--- src/rtl/mem_access_stage_if.sv ---
// Data-memory port of the memory stage: request/grant address phase plus
// a read-response phase. The stage is the master, the memory is the slave.
interface mem_access_stage_if #(
    parameter int ADDR_W = 10
);
    logic              req;
    logic              we;
    logic [3:0]        be;
    logic [ADDR_W-1:0] addr;
    logic [31:0]       wdata;
    logic              gnt;
    logic              rvalid;
    logic [31:0]       rdata;

    modport master (
        output req, we, be, addr, wdata,
        input  gnt, rvalid, rdata
    );

    modport slave (
        input  req, we, be, addr, wdata,
        output gnt, rvalid, rdata
    );
endinterface

--- src/rtl/mem_access_stage.sv ---
// Memory stage: retires ALU results directly, performs byte/half/word
// loads and stores over the data-memory port, and emits one registered
// writeback pulse per accepted instruction. Execute is stalled through
// in_ready while a memory transaction is outstanding.
module mem_access_stage #(
    parameter int ADDR_W  = 10,
    parameter int TIMEOUT = 64
) (
    input  logic                clk,
    input  logic                rst_n,
    input  logic                in_valid,
    output logic                in_ready,
    input  logic                is_load,
    input  logic                is_store,
    input  logic [2:0]          funct3,
    input  logic [31:0]         mem_address,
    input  logic [31:0]         store_data,
    input  logic [31:0]         alu_result,
    input  logic [4:0]          rd,
    mem_access_stage_if.master  dmem,
    output logic                wb_valid,
    output logic                wb_we,
    output logic [4:0]          wb_rd,
    output logic [31:0]         wb_data,
    output logic                misaligned,
    output logic                bus_error
);

    localparam int CNT_W = $clog2(TIMEOUT);

    typedef enum logic [1:0] {
        IDLE = 2'd0,
        REQ  = 2'd1,
        WAIT = 2'd2
    } state_t;

    state_t state, state_nxt;

    // Illegal size, or an address not aligned to the access size.
    function automatic logic is_misaligned(input logic [1:0] size, input logic [1:0] lo);
        case (size)
            2'b00:   return 1'b0;
            2'b01:   return lo[0];
            2'b10:   return |lo;
            default: return 1'b1;
        endcase
    endfunction

    function automatic logic [3:0] lane_enables(input logic [1:0] size, input logic [1:0] lo);
        case (size)
            2'b00:   return 4'b0001 << lo;
            2'b01:   return 4'b0011 << lo;
            default: return 4'b1111;
        endcase
    endfunction

    // Store data is replicated across lanes so byte enables alone pick the target bytes.
    function automatic logic [31:0] lane_replicate(input logic [1:0] size, input logic [31:0] d);
        case (size)
            2'b00:   return {4{d[7:0]}};
            2'b01:   return {2{d[15:0]}};
            default: return d;
        endcase
    endfunction

    // Select the addressed lane of the read word and sign/zero-extend it.
    function automatic logic [31:0] load_extract(input logic [2:0] f3, input logic [1:0] lo,
                                                 input logic [31:0] word);
        logic [7:0]  b;
        logic [15:0] h;
        b = word[{lo, 3'b000} +: 8];
        h = lo[1] ? word[31:16] : word[15:0];
        case (f3[1:0])
            2'b00:   return f3[2] ? {24'd0, b} : {{24{b[7]}}, b};
            2'b01:   return f3[2] ? {16'd0, h} : {{16{h[15]}}, h};
            default: return word;
        endcase
    endfunction

    logic              transfer;
    logic              mem_op;
    logic              bad_access;
    logic              timeout_hit;
    logic [CNT_W-1:0]  wait_cnt;

    // Instruction captured at acceptance, used while the memory op is in flight.
    logic              is_load_p1;
    logic [2:0]        funct3_p1;
    logic [1:0]        lo_p1;
    logic [ADDR_W-1:0] addr_p1;
    logic [3:0]        be_p1;
    logic [31:0]       wdata_p1;
    logic [4:0]        rd_p1;

    // Writeback record as computed this cycle, and its registered copy.
    logic              vld_nxt, we_nxt, mis_nxt, berr_nxt;
    logic [4:0]        rd_nxt;
    logic [31:0]       data_nxt;
    logic              vld_p2, we_p2, mis_p2, berr_p2;
    logic [4:0]        rd_p2;
    logic [31:0]       data_p2;

    logic              unused_addr_bits;

    assign transfer         = in_valid & in_ready;
    assign mem_op           = is_load | is_store;
    assign bad_access       = is_misaligned(funct3[1:0], mem_address[1:0]);
    assign timeout_hit      = (state == WAIT) && (wait_cnt == CNT_W'(TIMEOUT - 1));
    assign unused_addr_bits = ^mem_address[31:ADDR_W+2];

    // State register.
    always_ff @(posedge clk or negedge rst_n) begin
        if (!rst_n) state <= IDLE;
        else        state <= state_nxt;
    end

    // Next-state logic; a response on the timeout cycle still counts as a normal return.
    always_comb begin
        state_nxt = state;
        case (state)
            IDLE: if (transfer && mem_op && !bad_access) state_nxt = REQ;
            REQ:  if (dmem.gnt) state_nxt = is_load_p1 ? WAIT : IDLE;
            WAIT: if (dmem.rvalid || timeout_hit) state_nxt = IDLE;
            default: state_nxt = IDLE;
        endcase
    end

    // Memory port, stall and writeback-record outputs decoded from the state.
    always_comb begin
        in_ready   = (state == IDLE);
        dmem.req   = (state == REQ);
        dmem.we    = (state == REQ) && !is_load_p1;
        dmem.be    = (state == REQ) ? be_p1 : 4'd0;
        dmem.addr  = (state == REQ) ? addr_p1 : '0;
        dmem.wdata = (state == REQ) ? wdata_p1 : 32'd0;
        vld_nxt    = 1'b0;
        we_nxt     = 1'b0;
        mis_nxt    = 1'b0;
        berr_nxt   = 1'b0;
        rd_nxt     = rd_p1;
        data_nxt   = 32'd0;
        case (state)
            IDLE: begin
                if (transfer) begin
                    rd_nxt = rd;
                    if (!mem_op) begin
                        vld_nxt  = 1'b1;
                        we_nxt   = (rd != 5'd0);
                        data_nxt = (rd != 5'd0) ? alu_result : 32'd0;
                    end else if (bad_access) begin
                        vld_nxt = 1'b1;
                        mis_nxt = 1'b1;
                    end
                end
            end
            REQ: begin
                if (dmem.gnt && !is_load_p1) vld_nxt = 1'b1;
            end
            WAIT: begin
                if (dmem.rvalid) begin
                    vld_nxt  = 1'b1;
                    we_nxt   = (rd_p1 != 5'd0);
                    data_nxt = (rd_p1 != 5'd0) ? load_extract(funct3_p1, lo_p1, dmem.rdata) : 32'd0;
                end else if (timeout_hit) begin
                    vld_nxt  = 1'b1;
                    berr_nxt = 1'b1;
                end
            end
            default: ;
        endcase
    end

    // Capture the accepted instruction and its formatted bus fields.
    always_ff @(posedge clk) begin
        if (transfer) begin
            is_load_p1 <= is_load;
            funct3_p1  <= funct3;
            lo_p1      <= mem_address[1:0];
            addr_p1    <= mem_address[ADDR_W+1:2];
            be_p1      <= lane_enables(funct3[1:0], mem_address[1:0]);
            wdata_p1   <= lane_replicate(funct3[1:0], store_data);
            rd_p1      <= rd;
        end
    end

    // Response timeout counter: restarts while requesting, counts idle WAIT cycles.
    always_ff @(posedge clk or negedge rst_n) begin
        if (!rst_n)                             wait_cnt <= '0;
        else if (state == REQ)                  wait_cnt <= '0;
        else if (state == WAIT && !dmem.rvalid) wait_cnt <= wait_cnt + 1'b1;
    end

    // Writeback stage boundary: control flags are reset, payload is not.
    always_ff @(posedge clk or negedge rst_n) begin
        if (!rst_n) begin
            vld_p2  <= 1'b0;
            we_p2   <= 1'b0;
            mis_p2  <= 1'b0;
            berr_p2 <= 1'b0;
        end else begin
            vld_p2  <= vld_nxt;
            we_p2   <= we_nxt;
            mis_p2  <= mis_nxt;
            berr_p2 <= berr_nxt;
        end
    end

    // Writeback payload registers.
    always_ff @(posedge clk) begin
        rd_p2   <= rd_nxt;
        data_p2 <= data_nxt;
    end

    assign wb_valid   = vld_p2;
    assign wb_we      = we_p2;
    assign misaligned = mis_p2;
    assign bus_error  = berr_p2;
    assign wb_rd      = vld_p2 ? rd_p2 : 5'd0;
    assign wb_data    = we_p2 ? data_p2 : 32'd0;

endmodule
--- src/flat_wrapper.sv ---
// flat-port wrapper written by rule: the top's interface ports become plain ports
module mem_access_stage_flat 
#(
    parameter int ADDR_W  = 10,
    parameter int TIMEOUT = 64
)
  (clk, rst_n, in_valid, in_ready, is_load, is_store, funct3, mem_address, store_data, alu_result, rd, wb_valid, wb_we, wb_rd, wb_data, misaligned, bus_error, dmem_req, dmem_we, dmem_be, dmem_addr, dmem_wdata, dmem_gnt, dmem_rvalid, dmem_rdata);
  mem_access_stage_if #(.ADDR_W(ADDR_W)) dmem_i ();
  input  logic clk;
  input  logic rst_n;
  input  logic in_valid;
  output logic in_ready;
  input  logic is_load;
  input  logic is_store;
  input  logic [2:0] funct3;
  input  logic [31:0] mem_address;
  input  logic [31:0] store_data;
  input  logic [31:0] alu_result;
  input  logic [4:0] rd;
  output logic wb_valid;
  output logic wb_we;
  output logic [4:0] wb_rd;
  output logic [31:0] wb_data;
  output logic misaligned;
  output logic bus_error;
  output wire logic [$bits(dmem_i.req)-1:0] dmem_req;
  output wire logic [$bits(dmem_i.we)-1:0] dmem_we;
  output wire logic [$bits(dmem_i.be)-1:0] dmem_be;
  output wire logic [$bits(dmem_i.addr)-1:0] dmem_addr;
  output wire logic [$bits(dmem_i.wdata)-1:0] dmem_wdata;
  input wire logic [$bits(dmem_i.gnt)-1:0] dmem_gnt;
  input wire logic [$bits(dmem_i.rvalid)-1:0] dmem_rvalid;
  input wire logic [$bits(dmem_i.rdata)-1:0] dmem_rdata;
  assign dmem_req = dmem_i.req;
  assign dmem_we = dmem_i.we;
  assign dmem_be = dmem_i.be;
  assign dmem_addr = dmem_i.addr;
  assign dmem_wdata = dmem_i.wdata;
  assign dmem_i.gnt = dmem_gnt;
  assign dmem_i.rvalid = dmem_rvalid;
  assign dmem_i.rdata = dmem_rdata;
  mem_access_stage #(.ADDR_W(ADDR_W), .TIMEOUT(TIMEOUT)) u_core (.clk(clk), .rst_n(rst_n), .in_valid(in_valid), .in_ready(in_ready), .is_load(is_load), .is_store(is_store), .funct3(funct3), .mem_address(mem_address), .store_data(store_data), .alu_result(alu_result), .rd(rd), .dmem(dmem_i), .wb_valid(wb_valid), .wb_we(wb_we), .wb_rd(wb_rd), .wb_data(wb_data), .misaligned(misaligned), .bus_error(bus_error));
endmodule
--- config.mk ---
export PLATFORM = sky130hd
export DESIGN_NAME = mem_access_stage_flat
export DESIGN_NICKNAME = d
export VERILOG_FILES = /design/src/rtl/mem_access_stage_if.sv /design/src/rtl/mem_access_stage.sv /design/src/flat_wrapper.sv
export SDC_FILE = /design/constraint.sdc
export NUM_CORES = 1
export LEC_CHECK = 0
export CORE_ASPECT_RATIO = 0.6
export CORE_MARGIN = 5
export CORE_UTILIZATION = 39
export CTS_BUF_LIST = sky130_fd_sc_hd__clkbuf_4 sky130_fd_sc_hd__clkbuf_8
export DETAILED_ROUTE_END_ITERATION = 10
export PLACE_DENSITY = 0.83
export SYNTH_ARGS = -nofsm -noshare
export SYNTH_HDL_FRONTEND = slang
export SYNTH_SLANG_ARGS = --single-unit
export TNS_END_PERCENT = 20
--- constraint.sdc ---
create_clock -name clk -period 3.25 [get_ports clk]
set_input_delay 0.65 -clock clk [delete_from_list [all_inputs] [get_ports clk]]
set_output_delay 0.65 -clock clk [all_outputs]
set_load 0.03 [all_outputs]
==> run summary, run 1 <==
die width = 155.9 microns
Post-synth EDFFs = 52
root buffer cell = clkbuf_8
Iteration-0 DRC Markers = 230
FFs w/ async S/R, synth = 11.32%
clock-pin slew on the worst setup and hold paths = 0.11 ns
DRT Pass-1 Iters = 4
Static Leak = 2.830 nW
GP Congestion = 0.8809
#FFs+latches synth = 106
Synth Area in Adders = 0.2513%
# nets final = 789
Syn Area/Cell = 11.37 sq um
All-Layer GR Usage = 19.35%
drt drc = 0
Period minus WS final = 2.983 ns
sequential-to-total area share from yosys stat = 54.27%
Syn Nets = 582
Post-synth top flop = edfxtp_1
CP Max Fanout = 25
Compound-Gate Fraction of Synth Area = 11.33%
post-layout worst setup margin = 0.2667 ns
clk buf depth = 2
mux contribution to synthesized area = 11.16%
Setup crit end = dmem_wdata[22]
initial antenna violation count = 0
setup TNS = 0 ns
Final Power = 3.298 mW
Netlist Area Pre-Place = 4980 sq um
crit path launch type = flip-flop
worst reg2reg path startpoint = u_core.lo_p1[1]
CTS tree = done
register area = 2703 sq um
cells on worst reg2reg path = 4
Core Util, Final = 58.99%
row count = 32
Crit. End Element = output port
# fillers = 1030
total wire length = 15060 microns
flop-to-flop setup slack = 1.04 ns
Final Hold Fails = 0
Die Ht = 97.53 microns
DIE AREA = 15200 sq um
Critical Path Source = u_core.state[1]
CP Class = reg2out
first-pass GRT wire length = 23270 microns
htree depth = 3
main area contributors after synthesis = edfxtp_1, dfxtp_1, and2_1
cell count after placement = 804
antenna cell count = 0
main combinational cell family by area after synthesis = simple AND/OR/NAND/NOR gates
CP required = 2.60 ns
placed inst area = 7302 sq um
Hold/Removal Path Class = reg2reg
Distinct cells, synth = 42
core area = 12690 sq um
fin crit share = 91.79%
maximum VDD drop = 265.8 uV
status = completed
CTS sink count = 106
Post-DP HPWL = 11630 microns
worst slew pin tran = 0.9585 ns
FF-to-FF End = u_core.data_p2[20]
initial core utilization = 39.24%
layout cells sized above 1 = 10.46%
non-filler instance count after layout = 820
final setup vio count = 0
vias per cell = 5.023
clk_lat worst skew = 0.36 ns
unrepaired setup endpoints after global routing = false
Final Max Slew Viols = 0
top-area cell type share of the netlist area = 31.36%
number of I/O port buffers = 212
Ys Warns = 0
antenna-violating nets left = 0
Post-Synth Simple-Gate Area = 20.40%
Area Overhead vs Synth = 50.35%
fmax = 0.3352 GHz
vias in the first global route = 4116
power per cell area = 440.5 nW/um^2
Max Cap Viol = 0
largest net degree at the start of global routing = 64
hold_buf cts = 0
DR vias = 4119
headroom to the max-slew limit = 35.83%
routed length per placed instance = 18.36 microns
post-layout instance area = 7487 sq um
Num CTS Buffers = 9
post-CTS setup buffers = 0
I/O Pins = 233
post-synth top area cell = edfxtp_1
total gr overflow = 0
final hold slack = 0.4968 ns
cts repair resizes = 0
crit path DAT = 2.33 ns
post-synthesis cell count = 438
Multi-input gate area = 2158 sq um
Post-Synth XOR/XNOR Area = 0%
pre-CTS setup slack = 0.4765 ns
Final Skew = 0.01096 ns
registers in the layout, summed over array words and instances (netlist names):
signal,cells
u_core.bus_error,1
u_core.rd_p2,5
u_core.data_p2,32
u_core.is_load_p1,1
u_core.wb_valid,1
u_core.wdata_p1,32
u_core.state,2
u_core.wb_we,1
u_core.wait_cnt,6
u_core.rd_p1,5
u_core.be_p1,4
u_core.lo_p1,2
u_core.funct3_p1,3
u_core.addr_p1,10
u_core.misaligned,1
synth_stat cells, types with 2 or more instances:
| cell type | n |
|---|---|
| o21bai_1 | 2 |
| mux2i_1 | 15 |
| nand3b_1 | 2 |
| nand3_1 | 2 |
| dfrtp_1 | 12 |
| buf_6 | 2 |
| nor2_1 | 14 |
| o21ai_0 | 26 |
| nand2_1 | 33 |
| and2_1 | 85 |
| mux2_2 | 34 |
| a32o_1 | 8 |
| and3_1 | 2 |
| nor2b_1 | 9 |
| a21oi_2 | 2 |
| clkbuf_1 | 23 |
| nor3_1 | 4 |
| edfxtp_1 | 52 |
| o2bb2ai_1 | 8 |
| nand2b_1 | 18 |
| a221o_1 | 16 |
| inv_1 | 3 |
| a21oi_1 | 5 |
| dfxtp_1 | 42 |
| nor3b_1 | 2 |
kinds of logic after synthesis:
kind of cell,count (synthesis)
multiplexers,50
flip-flops,106
adder cells (fa/ha/maj),1
AND/OR/NAND/NOR,177
buffers and inverters,30
AO/OA/AOI/OAI,74
report_power, final:
group / internal [mW] / switching (mW)
combinational: 0.435 / 0.467
sequential: 1.55 / 0.0588
clock: 0.296 / 0.489
total: 2.28 / 1.01
how the worst min path moves through the flow:
stage / from / end / slack (ns) / cells past startpoint
final: u_core.wait_cnt[5] / u_core.wait_cnt[5] / 0.50 / 1
after global routing: u_core.wait_cnt[5] / u_core.wait_cnt[5] / 0.52 / 1
after CTS: u_core.wait_cnt[5] / u_core.wait_cnt[5] / 0.49 / 1
after detailed placement: u_core.wait_cnt[5] / u_core.wait_cnt[5] / 0.48 / 1
after global placement: u_core.wait_cnt[5] / u_core.wait_cnt[5] / 0.47 / 1
after floorplan: rst_n / u_core.bus_error / 0.35 / 0
worst max-delay path, stage by stage, from the launching register on:
cell and delay (ns):
dfrtp_1 0.48, nand2b_1 0.26, inv_1 0.11, buf_4 0.23, and2_1 0.17, clkdlybuf4s50_1 0.70
final cells by class:
class | instances | share of cell area [%]
timing repair buffer | 223 | 29.61
multi-input combinational | 302 | 28.83
sequential | 106 | 36.10
clock buffer | 9 | 1.654
inverter | 3 | 0.1504
clock inverter | 7 | 0.8189
tap | 170 | 2.841
cells in the final DEF (no fill, tap or decap), types with 3 or more instances in the layout:
| cell | instances |
|---|---|
| buf_4 | 10 |
| nor2b_1 | 9 |
| and2_1 | 85 |
| dfxtp_1 | 42 |
| clkbuf_8 | 9 |
| nor2_1 | 14 |
| nor3_1 | 4 |
| nand2_1 | 33 |
| dfrtp_1 | 12 |
| a32o_1 | 8 |
| a221o_1 | 16 |
| nand2b_1 | 18 |
| mux2_2 | 34 |
| a21oi_2 | 3 |
| mux2i_1 | 15 |
| o2bb2ai_1 | 8 |
| o21ai_0 | 26 |
| inv_1 | 4 |
| a21oi_1 | 4 |
| clkdlybuf4s50_1 | 212 |
| edfxtp_1 | 52 |
layer usage:
layer | vias to the layer above | global-route usage, % | part of all wire [%]
li1 | 1983 | - | -
met3 | 19 | 4.361 | 4.8
met5 | - | 0 | 0
met4 | 0 | 4.237 | 1.3
met2 | 122 | 31.26 | 48
met1 | 1995 | 26.59 | 46
Note: power is estimated with default switching activity, not from simulation.
==> run 2, diff against run 1 <==
--- a/config.mk
+++ b/config.mk
@@ -5,12 +5,14 @@
 export SDC_FILE = /design/constraint.sdc
 export NUM_CORES = 1
 export LEC_CHECK = 0
+export CELL_PAD_IN_SITES_DETAIL_PLACEMENT = 0
+export CELL_PAD_IN_SITES_GLOBAL_PLACEMENT = 1
 export CORE_ASPECT_RATIO = 0.6
 export CORE_MARGIN = 5
-export CORE_UTILIZATION = 39
+export CORE_UTILIZATION = 29
 export CTS_BUF_LIST = sky130_fd_sc_hd__clkbuf_4 sky130_fd_sc_hd__clkbuf_8
 export DETAILED_ROUTE_END_ITERATION = 10
-export PLACE_DENSITY = 0.83
+export PLACE_DENSITY = 0.82
 export SYNTH_ARGS = -nofsm -noshare
 export SYNTH_HDL_FRONTEND = slang
 export SYNTH_SLANG_ARGS = --single-unit
==> run 2 against run 1 <==
Compared with the run above:
- sequential power is essentially flat
- global-route usage shrank 3.7 points
- final cell count grew 7.8%
- via count shrank 1.2%
- critical path depth is the same
- worst hold slack gained 0.013 ns
- total power grew 0.64%
- sequential cell count is the same
- clock-buffer cell count grew 1
- utilization shrank 14 points
- clock skew grew 0.0039 ns
- cell area grew 1.3%
- largest power group unchanged
- highest routed layer is now met5
==> run summary, run 2 (synthesis gave the netlist of run 1 again) <==
worst path cell trace = nand2b_1 > inv_1 > buf_6 > and2_1 > clkdlybuf4s50_1
crit path launch type = flip-flop
hold wc startpoint = u_core.wait_cnt[5]
maximum VDD drop = 247.7 uV (-6.8%)
row count = 37 (+16%)
Final Hold Fails = 0 (unchanged)
total gr overflow = 0 (unchanged)
WHS Endpoint = u_core.wait_cnt[5]
total wire length = 15790 microns (+4.9%)
GP Congestion = 0.8309 (-5.7%)
htree depth = 3 (unchanged)
final setup vio count = 0 (unchanged)
CTS sink count = 106 (unchanged)
Die Ht = 111.5 microns (+14%)
antenna-violating nets left = 0 (unchanged)
power per cell area = 437.4 nW/um^2 (-0.69%)
clk buf depth = 2 (unchanged)
vias per cell = 4.603 (-8.4%)
crit path DAT = 2.44 ns (+0.11 ns)
CP Class = reg2out
CP Max Fanout = 48 (+92%)
core area = 16990 sq um (+34%)
first-pass GRT wire length = 24290 microns (+4.4%)
routed length per placed instance = 17.87 microns (-2.7%)
CP required = 2.60 ns (about the same)
Hold/Removal Path Class = reg2reg
fin crit share = 95.17% (+3.4 points)
Core Util, Final = 44.66% (-14 points)
DR vias = 4069 (-1.2%)
initial core utilization = 29.31% (-9.9 points)
pre-CTS setup slack = 0.4561 ns (-0.02045 ns)
placed inst area = 7382 sq um (+1.1%)
# nets final = 789 (unchanged)
commonest non-fill, non-tap cells in the layout = clkdlybuf4s50_1, and2_1, edfxtp_1
I/O Pins = 233 (unchanged)
Post-DP HPWL = 12250 microns (+5.3%)
status = completed
Final Skew = 0.01487 ns (+0.003915 ns)
Area Overhead vs Synth = 52.36%
vias in the first global route = 4107 (-0.22%)
slowest stage delay, CP = 0.69 ns (about the same)
setup TNS = 0 ns (unchanged)
initial antenna violation count = 1 (+1)
non-filler instance count after layout = 884 (+7.8%)
crit-path leading delay family = buffers and inverters
cell count after placement = 868 (+8.0%)
clock-pin slew on the worst setup and hold paths = 0.11 ns (about the same)
die width = 179.2 microns (+15%)
clk_lat worst skew = 0.36 ns (about the same)
flop-to-flop setup slack = 1.01 ns (-0.03 ns)
final hold slack = 0.5095 ns (+0.01274 ns)
Final Max Slew Viols = 0 (unchanged)
Max Cap Viol = 0 (unchanged)
Crit. End Element = output port
layout cells sized above 1 = 10.62% (+0.15 points)
Final Power = 3.319 mW (+0.64%)
Num CTS Buffers = 9 (unchanged)
hold_buf cts = 0 (unchanged)
Static Leak = 2.884 nW (+1.9%)
DRT Pass-1 Iters = 5 (+1)
cells on worst reg2reg path = 4 (unchanged)
biggest regs = u_core.data_p2 (32), u_core.wdata_p1 (32), u_core.addr_p1 (10)
CTS tree = done
All-Layer GR Usage = 15.69% (-3.7 points)
Worst Hold Path Cells = 1 (unchanged)
DIE AREA = 19980 sq um (+31%)
number of I/O port buffers = 212 (unchanged)
worst reg2reg path startpoint = u_core.funct3_p1[0]
headroom to the max-slew limit = 35.48% (-0.35 points)
drt drc = 0 (unchanged)
commonest non-fill, non-tap cell in the layout = clkdlybuf4s50_1
Buf+Inv Stages, Crit Path = 3 (unchanged)
post-layout instance area = 7587 sq um (+1.3%)
largest net degree at the start of global routing = 64 (unchanged)
antenna cell count = 0 (unchanged)
unrepaired setup endpoints after global routing = false
post-layout worst setup margin = 0.1569 ns (-0.1098 ns)
Iteration-0 DRC Markers = 317 (+38%)
worst slew pin tran = 0.9638 ns (+0.005228 ns)
critical path's slowest cell = clkdlybuf4s50_1
Period minus WS final = 3.093 ns (+0.1098 ns)
root buffer cell = clkbuf_8
fmax = 0.3233 GHz (-3.6%)
FF-to-FF End = u_core.data_p2[31]
## run 2: changes by cell type in the layout (fill, tap and decap cells not counted)
| cell | before | now |
|---|---|---|
| inv_1 | 4 | 3 |
| clkinv_2 | 0 | 1 |
| buf_4 | 10 | 9 |
| clkdlybuf4s50_1 | 212 | 209 |
| dlymetal6s2s_1 | 0 | 3 |
| buf_6 | 0 | 1 |
| inv_8 | 2 | 3 |
| clkbuf_8 | 9 | 10 |
| clkinv_4 | 2 | 0 |
## run 2: layout make-up
cell class,instances,area [sq um]
fill,1626,9403
sequential,106,2703
timing repair buffer,223,2228
multi-input combinational,302,2158
tap,234,292.8
clock buffer,10,137.6
clock inverter,6,56.30
inverter,3,11.26
## run 2: layer usage
metal | wire length (microns) | part of all wire, % | GRT usage, % | up-vias
met5 | 27 | 0.17 | 0 | -
met3 | 1272 | 8.1 | 4.988 | 11
met2 | 7282 | 46 | 23.45 | 124
met4 | 90 | 0.57 | 2.637 | 4
met1 | 7120 | 45 | 22.63 | 1953
li1 | - | - | - | 1977
## run 2: report_power, final
| part | internal [mW] | switching (mW) |
|---|---|---|
| Sequential | 1.55 | 0.0606 |
| Combinational | 0.434 | 0.467 |
| Clock | 0.321 | 0.485 |
## run 2: how the worst max path moves through the flow
stage          depth (start not counted)  slack (ns)         endpoint       startpoint
2_1_floorplan                          3        0.96  u_core.rd_p1[0]         in_valid
3_3_place_gp                           5        0.48     dmem_addr[6]  u_core.state[1]
3_5_place_dp                           5        0.46     dmem_addr[7]  u_core.state[1]
4_1_cts                                5        0.03     dmem_addr[7]  u_core.state[1]
5_1_grt                                5       0.004    dmem_wdata[0]  u_core.state[1]
6_report                               5        0.16   dmem_wdata[15]  u_core.state[1]
## run 2: worst reg2reg max path, cell delays in order (launching register included)
cell and delay (ns):
edfxtp_1 0.66, nor2b_1 0.34, a22oi_4 0.13, nor4b_4 0.81
a221o_1 0.25
## run 2: repair_timing
item                       CTS  global route
gates resized for setup      0             4
hold endpoints to repair     0             0
setup buffers                0             0
setup endpoints to repair    0            46
==> run 3, diff against run 2 <==
--- a/config.mk
+++ b/config.mk
@@ -12,6 +12,7 @@
 export CORE_UTILIZATION = 29
 export CTS_BUF_LIST = sky130_fd_sc_hd__clkbuf_4 sky130_fd_sc_hd__clkbuf_8
 export DETAILED_ROUTE_END_ITERATION = 10
+export GPL_ROUTABILITY_DRIVEN = 0
 export PLACE_DENSITY = 0.82
 export SYNTH_ARGS = -nofsm -noshare
 export SYNTH_HDL_FRONTEND = slang
==> results of run 3 <==
Same layout as run 2: the final DEF is identical, and so are final timing and power.
